File: src/rtl/rs_entry_select.sv
// rs_entry_select: reservation-station entry array with CDB wakeup
// and oldest-ready select, one instance per RS type.
module rs_entry_select #(
  parameter  int NUM_RS_ENTRIES = 8,
  parameter  int TAG_W          = 6,
  parameter  int PAYLOAD_W      = 64,
  localparam int IDX_W          = $clog2(NUM_RS_ENTRIES),
  localparam int OCC_W          = IDX_W + 1,
  localparam int N              = NUM_RS_ENTRIES
) (
  input  logic                 clk,
  input  logic                 rst,
  input  logic                 flush,
  input  logic                 disp_valid_0,
  input  logic                 disp_valid_1,
  input  logic [IDX_W-1:0]     disp_idx_0,
  input  logic [IDX_W-1:0]     disp_idx_1,
  input  logic [TAG_W-1:0]     disp_src1_tag_0,
  input  logic [TAG_W-1:0]     disp_src2_tag_0,
  input  logic [TAG_W-1:0]     disp_src1_tag_1,
  input  logic [TAG_W-1:0]     disp_src2_tag_1,
  input  logic                 disp_src1_rdy_0,
  input  logic                 disp_src2_rdy_0,
  input  logic                 disp_src1_rdy_1,
  input  logic                 disp_src2_rdy_1,
  input  logic [PAYLOAD_W-1:0] disp_payload_0,
  input  logic [PAYLOAD_W-1:0] disp_payload_1,
  input  logic                 cdb_valid_0,
  input  logic                 cdb_valid_1,
  input  logic [TAG_W-1:0]     cdb_tag_0,
  input  logic [TAG_W-1:0]     cdb_tag_1,
  output logic                 issue_valid,
  input  logic                 issue_ready,
  output logic [IDX_W-1:0]     issue_idx,
  output logic [TAG_W-1:0]     issue_src1_tag,
  output logic [TAG_W-1:0]     issue_src2_tag,
  output logic [PAYLOAD_W-1:0] issue_payload,
  output logic                 issue_free_valid,
  output logic [IDX_W:0]       issue_free,
  output logic [OCC_W-1:0]     occupancy
);

  logic [N-1:0]         valid_q, valid_d;
  logic [N-1:0]         s1_rdy_q, s1_rdy_d;
  logic [N-1:0]         s2_rdy_q, s2_rdy_d;
  logic [TAG_W-1:0]     s1_tag_q [N];
  logic [TAG_W-1:0]     s1_tag_d [N];
  logic [TAG_W-1:0]     s2_tag_q [N];
  logic [TAG_W-1:0]     s2_tag_d [N];
  logic [PAYLOAD_W-1:0] payload_q [N];
  logic [PAYLOAD_W-1:0] payload_d [N];
  logic [N-1:0]         older_q [N];
  logic [N-1:0]         older_d [N];
  logic [OCC_W-1:0]     occ_q, occ_d;

  logic [N-1:0] ready;
  logic [N-1:0] grant;
  logic         fire;

  function automatic logic cdb_hit(input logic [TAG_W-1:0] t);
    return (cdb_valid_0 && cdb_tag_0 == t) ||
           (cdb_valid_1 && cdb_tag_1 == t);
  endfunction

  assign ready = valid_q & s1_rdy_q & s2_rdy_q;

  // Entry i wins unless some ready entry is older than it.
  always_comb begin
    logic blocked;
    blocked = 1'b0;
    grant   = '0;
    for (int i = 0; i < N; i++) begin
      blocked = 1'b0;
      for (int j = 0; j < N; j++) begin
        blocked = blocked | (ready[j] & older_q[j][i]);
      end
      grant[i] = ready[i] & ~blocked;
    end
  end

  always_comb begin
    issue_valid    = |grant;
    issue_idx      = '0;
    issue_src1_tag = '0;
    issue_src2_tag = '0;
    issue_payload  = '0;
    for (int i = 0; i < N; i++) begin
      if (grant[i]) begin
        issue_idx      = issue_idx | IDX_W'(i);
        issue_src1_tag = issue_src1_tag | s1_tag_q[i];
        issue_src2_tag = issue_src2_tag | s2_tag_q[i];
        issue_payload  = issue_payload | payload_q[i];
      end
    end
  end

  assign fire             = issue_valid & issue_ready;
  assign issue_free_valid = fire;
  assign issue_free       = {1'b0, issue_idx};
  assign occupancy        = occ_q;

  always_comb begin
    logic [N-1:0] live;
    valid_d   = valid_q;
    s1_rdy_d  = s1_rdy_q;
    s2_rdy_d  = s2_rdy_q;
    s1_tag_d  = s1_tag_q;
    s2_tag_d  = s2_tag_q;
    payload_d = payload_q;
    older_d   = older_q;
    occ_d     = occ_q;
    live      = valid_q;
    if (flush) begin
      valid_d  = '0;
      s1_rdy_d = '0;
      s2_rdy_d = '0;
      older_d  = '{default: '0};
      occ_d    = '0;
    end else begin
      for (int i = 0; i < N; i++) begin
        if (valid_q[i]) begin
          if (cdb_hit(s1_tag_q[i])) s1_rdy_d[i] = 1'b1;
          if (cdb_hit(s2_tag_q[i])) s2_rdy_d[i] = 1'b1;
        end
      end
      if (fire) begin
        valid_d[issue_idx] = 1'b0;
        live[issue_idx]    = 1'b0;
        older_d[issue_idx] = '0;
        for (int j = 0; j < N; j++) older_d[j][issue_idx] = 1'b0;
      end
      if (disp_valid_0) begin
        valid_d[disp_idx_0]   = 1'b1;
        s1_tag_d[disp_idx_0]  = disp_src1_tag_0;
        s2_tag_d[disp_idx_0]  = disp_src2_tag_0;
        s1_rdy_d[disp_idx_0]  = disp_src1_rdy_0 | cdb_hit(disp_src1_tag_0);
        s2_rdy_d[disp_idx_0]  = disp_src2_rdy_0 | cdb_hit(disp_src2_tag_0);
        payload_d[disp_idx_0] = disp_payload_0;
        for (int j = 0; j < N; j++) older_d[j][disp_idx_0] = live[j];
        older_d[disp_idx_0] = '0;
      end
      // Port 1 is younger than port 0 when both write this cycle.
      if (disp_valid_1) begin
        valid_d[disp_idx_1]   = 1'b1;
        s1_tag_d[disp_idx_1]  = disp_src1_tag_1;
        s2_tag_d[disp_idx_1]  = disp_src2_tag_1;
        s1_rdy_d[disp_idx_1]  = disp_src1_rdy_1 | cdb_hit(disp_src1_tag_1);
        s2_rdy_d[disp_idx_1]  = disp_src2_rdy_1 | cdb_hit(disp_src2_tag_1);
        payload_d[disp_idx_1] = disp_payload_1;
        for (int j = 0; j < N; j++) begin
          older_d[j][disp_idx_1] = live[j] |
            (disp_valid_0 && IDX_W'(j) == disp_idx_0);
        end
        older_d[disp_idx_1] = '0;
      end
      occ_d = occ_q + OCC_W'(disp_valid_0) + OCC_W'(disp_valid_1)
            - OCC_W'(fire);
    end
  end

  always_ff @(posedge clk) begin
    if (rst) begin
      valid_q  <= '0;
      s1_rdy_q <= '0;
      s2_rdy_q <= '0;
      older_q  <= '{default: '0};
      occ_q    <= '0;
    end else begin
      valid_q  <= valid_d;
      s1_rdy_q <= s1_rdy_d;
      s2_rdy_q <= s2_rdy_d;
      older_q  <= older_d;
      occ_q    <= occ_d;
    end
  end

  always_ff @(posedge clk) begin
    s1_tag_q  <= s1_tag_d;
    s2_tag_q  <= s2_tag_d;
    payload_q <= payload_d;
  end

  a_disp0_busy: assert property (@(posedge clk) disable iff (rst || flush)
    disp_valid_0 |-> !valid_q[disp_idx_0]);
  a_disp1_busy: assert property (@(posedge clk) disable iff (rst || flush)
    disp_valid_1 |-> !valid_q[disp_idx_1]);
  a_disp_same: assert property (@(posedge clk) disable iff (rst || flush)
    !(disp_valid_0 && disp_valid_1 && disp_idx_0 == disp_idx_1));
  a_grant_1h: assert property (@(posedge clk) disable iff (rst)
    $onehot0(grant));

endmodule

File: config.mk
export PLATFORM = sky130hd
export DESIGN_NAME = rs_entry_select
export DESIGN_NICKNAME = d
export VERILOG_FILES = /design/src/rtl/rs_entry_select.sv
export SDC_FILE = /design/constraint.sdc
export NUM_CORES = 2
export LEC_CHECK = 0
export CAP_MARGIN = 40
export CELL_PAD_IN_SITES_DETAIL_PLACEMENT = 0
export CELL_PAD_IN_SITES_GLOBAL_PLACEMENT = 1
export CORE_MARGIN = 8
export CORE_UTILIZATION = 42
export CTS_CLUSTER_SIZE = 28
export DETAILED_ROUTE_END_ITERATION = 10
export PLACE_DENSITY = 0.74
export SETUP_SLACK_MARGIN = 0.5
export SLEW_MARGIN = 30
export SYNTH_ARGS = -nofsm -noshare
export SYNTH_HDL_FRONTEND = slang
export SYNTH_SLANG_ARGS = --single-unit
File: constraint.sdc
create_clock -name clk -period 32.4 [get_ports clk]
set_input_delay 9.72 -clock clk [delete_from_list [all_inputs] [get_ports clk]]
set_output_delay 9.72 -clock clk [all_outputs]
set_load 0.05 [all_outputs]
# Yosys cells after proc, flatten, opt, wreduce, memory -nomap -nowiden
# Cells that the tools add are included.
classes:
  addsub: 3
  n_mux: 150
  n_reduce_logical: 77
  order_cmp: 12
  n_bitwise: 193
  n_eq_ne: 47
op_table:
  columns: ["op", "count"]
  rows:
  - ["$mux W512", 3]
  - ["$bwmux W512", 2]
  - ["$mux W64", 15]
  - ["$or A64 B64 Y64", 7]
  - ["$demux W64 S3", 2]
  - ["$mux W48", 6]
  - ["$eq A6 B6 Y1", 40]
  - ["$and A64 B64 Y64", 3]
  - ["$bwmux W48", 4]
  - ["$not A64 Y64", 3]
  - ["$bwmux W8", 20]
  - ["$mux W8", 14]
  - ["$mux W6", 18]
  - ["$and A8 B8 Y8", 11]
  - ["$or A6 B6 Y6", 14]
  - ["$and A1 B1 Y1", 73]
  - ["$demux W8 S3", 3]
  - ["$or A1 B1 Y1", 68]
  - ["$logic_and A1 B1 Y1", 54]
  - ["$mux W1", 52]
  - ["$demux W6 S3", 2]
  - ["$logic_or A1 B1 Y1", 20]
  - ["$or A8 B8 Y8", 2]
  - ["$eq A3 B3 Y1 const A", 4]
  - ["17 further kinds", 42]
totals:
  out_inout_bits: 89
  inputBits: 182
  elab_cells: 518
  reg_bits: 700

# Depth between registers and ports, before layout
depth:
  ltp_word: 36
  mapped_depth: 14

# Least setup slack after synthesis
# Ideal clock, no wire load.
synth_path:
  kind: "input to register"
  startpoint: "input flush"
  endpoint: "register payload_q[0] in the netlist's numbering, enable pin"
  path_slack_ps: 10039
  n_path_buf: 0
  stages: 1
  required_time_ps: 31450
  arrival_ps: 21411
  cell_sequence: "inv_1"
synth_lines:
  columns: ["item", "line_no", "source"]
  rows:
  - ["start, declared", "13", "input logic flush,"]
  - ["end signal, assigned", "180", "payload_q <= payload_d;"]
  - ["end, declared", "50", "logic [PAYLOAD_W-1:0] payload_q [N];"]
# No word-level cell between the ends.

# Worst setup path after layout
layout_path:
  startpoint: "input issue_ready"
  endpoint: "output issue_free_valid"
layout_via:
  elab_chain_cells: 1
layout_lines:
  columns: ["item", "line_no", "source"]
  rows:
  - ["start, declared", "33", "input logic issue_ready,"]
  - ["$and A1 B1 Y1", "97", "assign fire = issue_valid & issue_ready;"]
  - ["end, declared", "38", "output logic issue_free_valid,"]
# No other way between the ends.

==> results.md <==
- Status: finished, violations left
- Failing checks: design-rule violations
- Fmax: 0.04639 GHz
- Vias per cell: 6.419
- Worst Tran Pin Value: 1.039 ns
- Leakage: 16.97 nW
- Multi-input logic area: 19,470 µm²
- Share of the synthesized area in the top cell type: 0.4353
- R2R depth: 10
- Seq/Total Area, Yosys: 0.4792
- Min-Delay Endpoint: older_q[14]$_SDFF_PP0_
- Synthesized flop and latch total: 700
- RR Endpoint: older_q[3]$_SDFF_PP0_
- Mapped Area: 41,940 µm²
- CP arrival: 11.84 ns
- Asr flop ratio synth: 0
- Worst vdd ir: 0.00003649 V
- Synth Warn #: 0
- Drt wl/cell: 28.25 µm
- Post_cts resized: 0
- Worst Setup End Kind: output port
- Largest net degree at the start of global routing: 165
- Worst setup margin: 10.84 ns
- Final nets: 5,042
- IO Count: 271
- GPL Wtd Cong: 0.9678
- Share of post-route cells with drive strength above 1: 0.05645
- Vias: 40,050
- Endpoints failing hold: 0
- CTS root buf: clkbuf_16
- WHS Path Cells: 2
- Primary FF master, synth: edfxtp_1
- Remaining antenna violation count: 0
- Hold/Removal Path Class: flip-flop to flip-flop
- TritonCTS Buffers: 84
- Clk sinks: 700
- CP required: 22.68 ns
- Port Buffer Count: 269
- CP bufs+invs: 3
- Critical R2R Launch: valid_q[6]$_SDFF_PP0_
- Largest stage delay on the critical path: 0.88 ns
- Die area: 110,200 µm²
- H-tree Lvls: 3
- Row cnt: 116
- Filler instances: 9,502
- Post-synth cell types: 70
- RSZ-0062 raised after global routing: no
- TritonCTS clock tree: done
- Vias in the first global route: 37,320
- Drt first pass iters: 9
- Max-Cap Viols: 0
- Max_slew headroom: 0.3073
- Most common cell after layout, fill and taps aside: nand2_1
- Initial antenna violation count: 30
- Core Area: 99,570 µm²
- Clk pin slew, worst setup/hold paths: 0.05 ns
- Top cells by area, synth: edfxtp_1, nand2_1, a31oi_1, nor2_1, a22oi_1
- Hold_buf cts: 0
- Mean Syn Cell Area: 8.441 µm²
- CP top delay family: buffers and inverters
- Latest clock arrival within the worst-skew pair: 0.67 ns
- Die height: 332.0 µm
- Worst path most repeated cell: clkdlybuf4s50_1
- Most frequent cells in the layout: nand2_1, nor2_1, a31oi_1
- Post-DP HPWL: 100,400 µm
- Setup Skew: 0.02484 ns
- Critical path class: primary input to output port
- GRT Total Usage: 0.3024
- PD cells: 48.65 nW/µm²
- Global-route wire length before repair: 256,000 µm
- Critical path cell sequence: clkdlybuf4s50_1 -> inv_1 -> a31oi_1 -> clkdlybuf4s50_1
- Crit path max-delay cell type: clkdlybuf4s50_1
- Grt total ovfl: 0
- CTS max path bufs: 3
- Final TNS setup: 0 ns
- Worst setup SP type: primary input
- Setup WS pre-CTS: 10.89 ns
- Post-route DRC: 2
- Syn_nets: 5,156
- WL final: 176,300 µm
- EDFF count, synth: 608
- Final Slew Violations: 0
- Final min period: 21.56 ns
- Area delta synth->final: 14.24%
- Final setup fails: 0
- Cells after Synth: 4,969
- Worst-path maximum fanout: 10
- Die X: 332.0 µm
- Post-CTS setup buffer count: 0
- Largest area contributor in the netlist: edfxtp_1
- Starting Density: 0.4213
- Min-delay src: older_q[14]$_SDFF_PP0_
- DRT iter0 DRCs: 5,715
- Worst R2R Setup Slack: 27.64 ns
- Period utilization: 0.6654
- FF/Latch Area: 20,100 µm²
## layout make-up
| type | instances | area share |
|---|---|---|
| clock inverter | 46 | 0.008226 |
| sequential | 700 | 0.4195 |
| tap | 1298 | 0.03389 |
| multi-input combinational | 3672 | 0.4064 |
| inverter | 22 | 0.001880 |
| timing repair buffer | 375 | 0.08220 |
| antenna | 17 | 0.0008878 |
| clock buffer | 110 | 0.04700 |
## worst min-delay path, delay by kind of cell (launching register included)
family	cells	cell delay, ns
flip-flops	1	0.32
buffers and inverters	1	0.05
AND/OR/NAND/NOR	1	0.03
## Yosys cell counts (all sizes together), types with 34 or more instances
| cell type | number |
|---|---|
| xor2 | 76 |
| nand2 | 1296 |
| nand3 | 49 |
| buf | 146 |
| clkbuf | 429 |
| a21oi | 51 |
| nor2 | 683 |
| nand4 | 149 |
| o21ai | 34 |
| a22oi | 322 |
| edfxtp | 608 |
| dfxtp | 92 |
| xnor2 | 167 |
| a31oi | 619 |
## worst max-delay path by stage
stage,endpoint,slack [ns],cells after the start,from
final,issue_free_valid,10.84,4,issue_ready
after global routing,issue_free_valid,10.79,4,issue_ready
after CTS,issue_free_valid,10.88,4,issue_ready
after detailed placement,issue_free_valid,10.89,4,issue_ready
after global placement,issue_free_valid,10.88,4,issue_ready
after floorplan,payload_q[0]$_DFFE_PN_,10.04,1,flush
## layer usage
layer	GRT usage	routed length, µm	part of all wire
met5	0	169	0.00096
met4	0.1207	6710	0.038
met3	0.07166	21230	0.12
met2	0.4602	77920	0.44
met1	0.4138	70260	0.40
## metrics by stage
step	util	total power [W]	cell area (µm²)	std cells	hold WS [ns]
2_1_floorplan	-	0.001315	41940	4969	0.4081
3_3_place_gp	0.4470	0.001384	44500	6034	0.4390
3_5_place_dp	0.4525	0.001394	45060	6059	0.4401
4_1_cts	0.4791	0.002331	47700	6215	0.4498
5_1_grt	0.4810	0.002400	47890	6230	0.4931
6_report	0.4812	0.002331	47910	6240	0.4507
## sequential cells by signal, indices dropped and copies added, names as in the netlist
name	cells
valid_q	8
s1_tag_q	48
s1_rdy_q	8
occupancy	4
older_q	64
s2_tag_q	48
s2_rdy_q	8
payload_q	512
## report_power, final
group | internal [W] | leakage, nW | switching (W)
Sequential | 0.00107 | 6.69 | 0.0000484
Combinational | 0.000103 | 9.00 | 0.000167
Clock | 0.000538 | 1.28 | 0.000409
Total | 0.00171 | 17.0 | 0.000624
## kinds of logic (layout without fill, tap and decap cells)
group,Yosys count,in the layout,synth area share
AND/OR/NAND/NOR,2284,2284,0.2229
AO/OA/AOI/OAI,1138,1138,0.1830
flip-flops,700,700,0.4792
buffers and inverters,597,553,0.06196
XOR/XNOR,243,243,0.05074
adder cells (fa/ha/maj),5,5,0.001850
other,1,18,0.00008941
multiplexers,1,1,0.0002387
(Power assumes the default switching activity.)
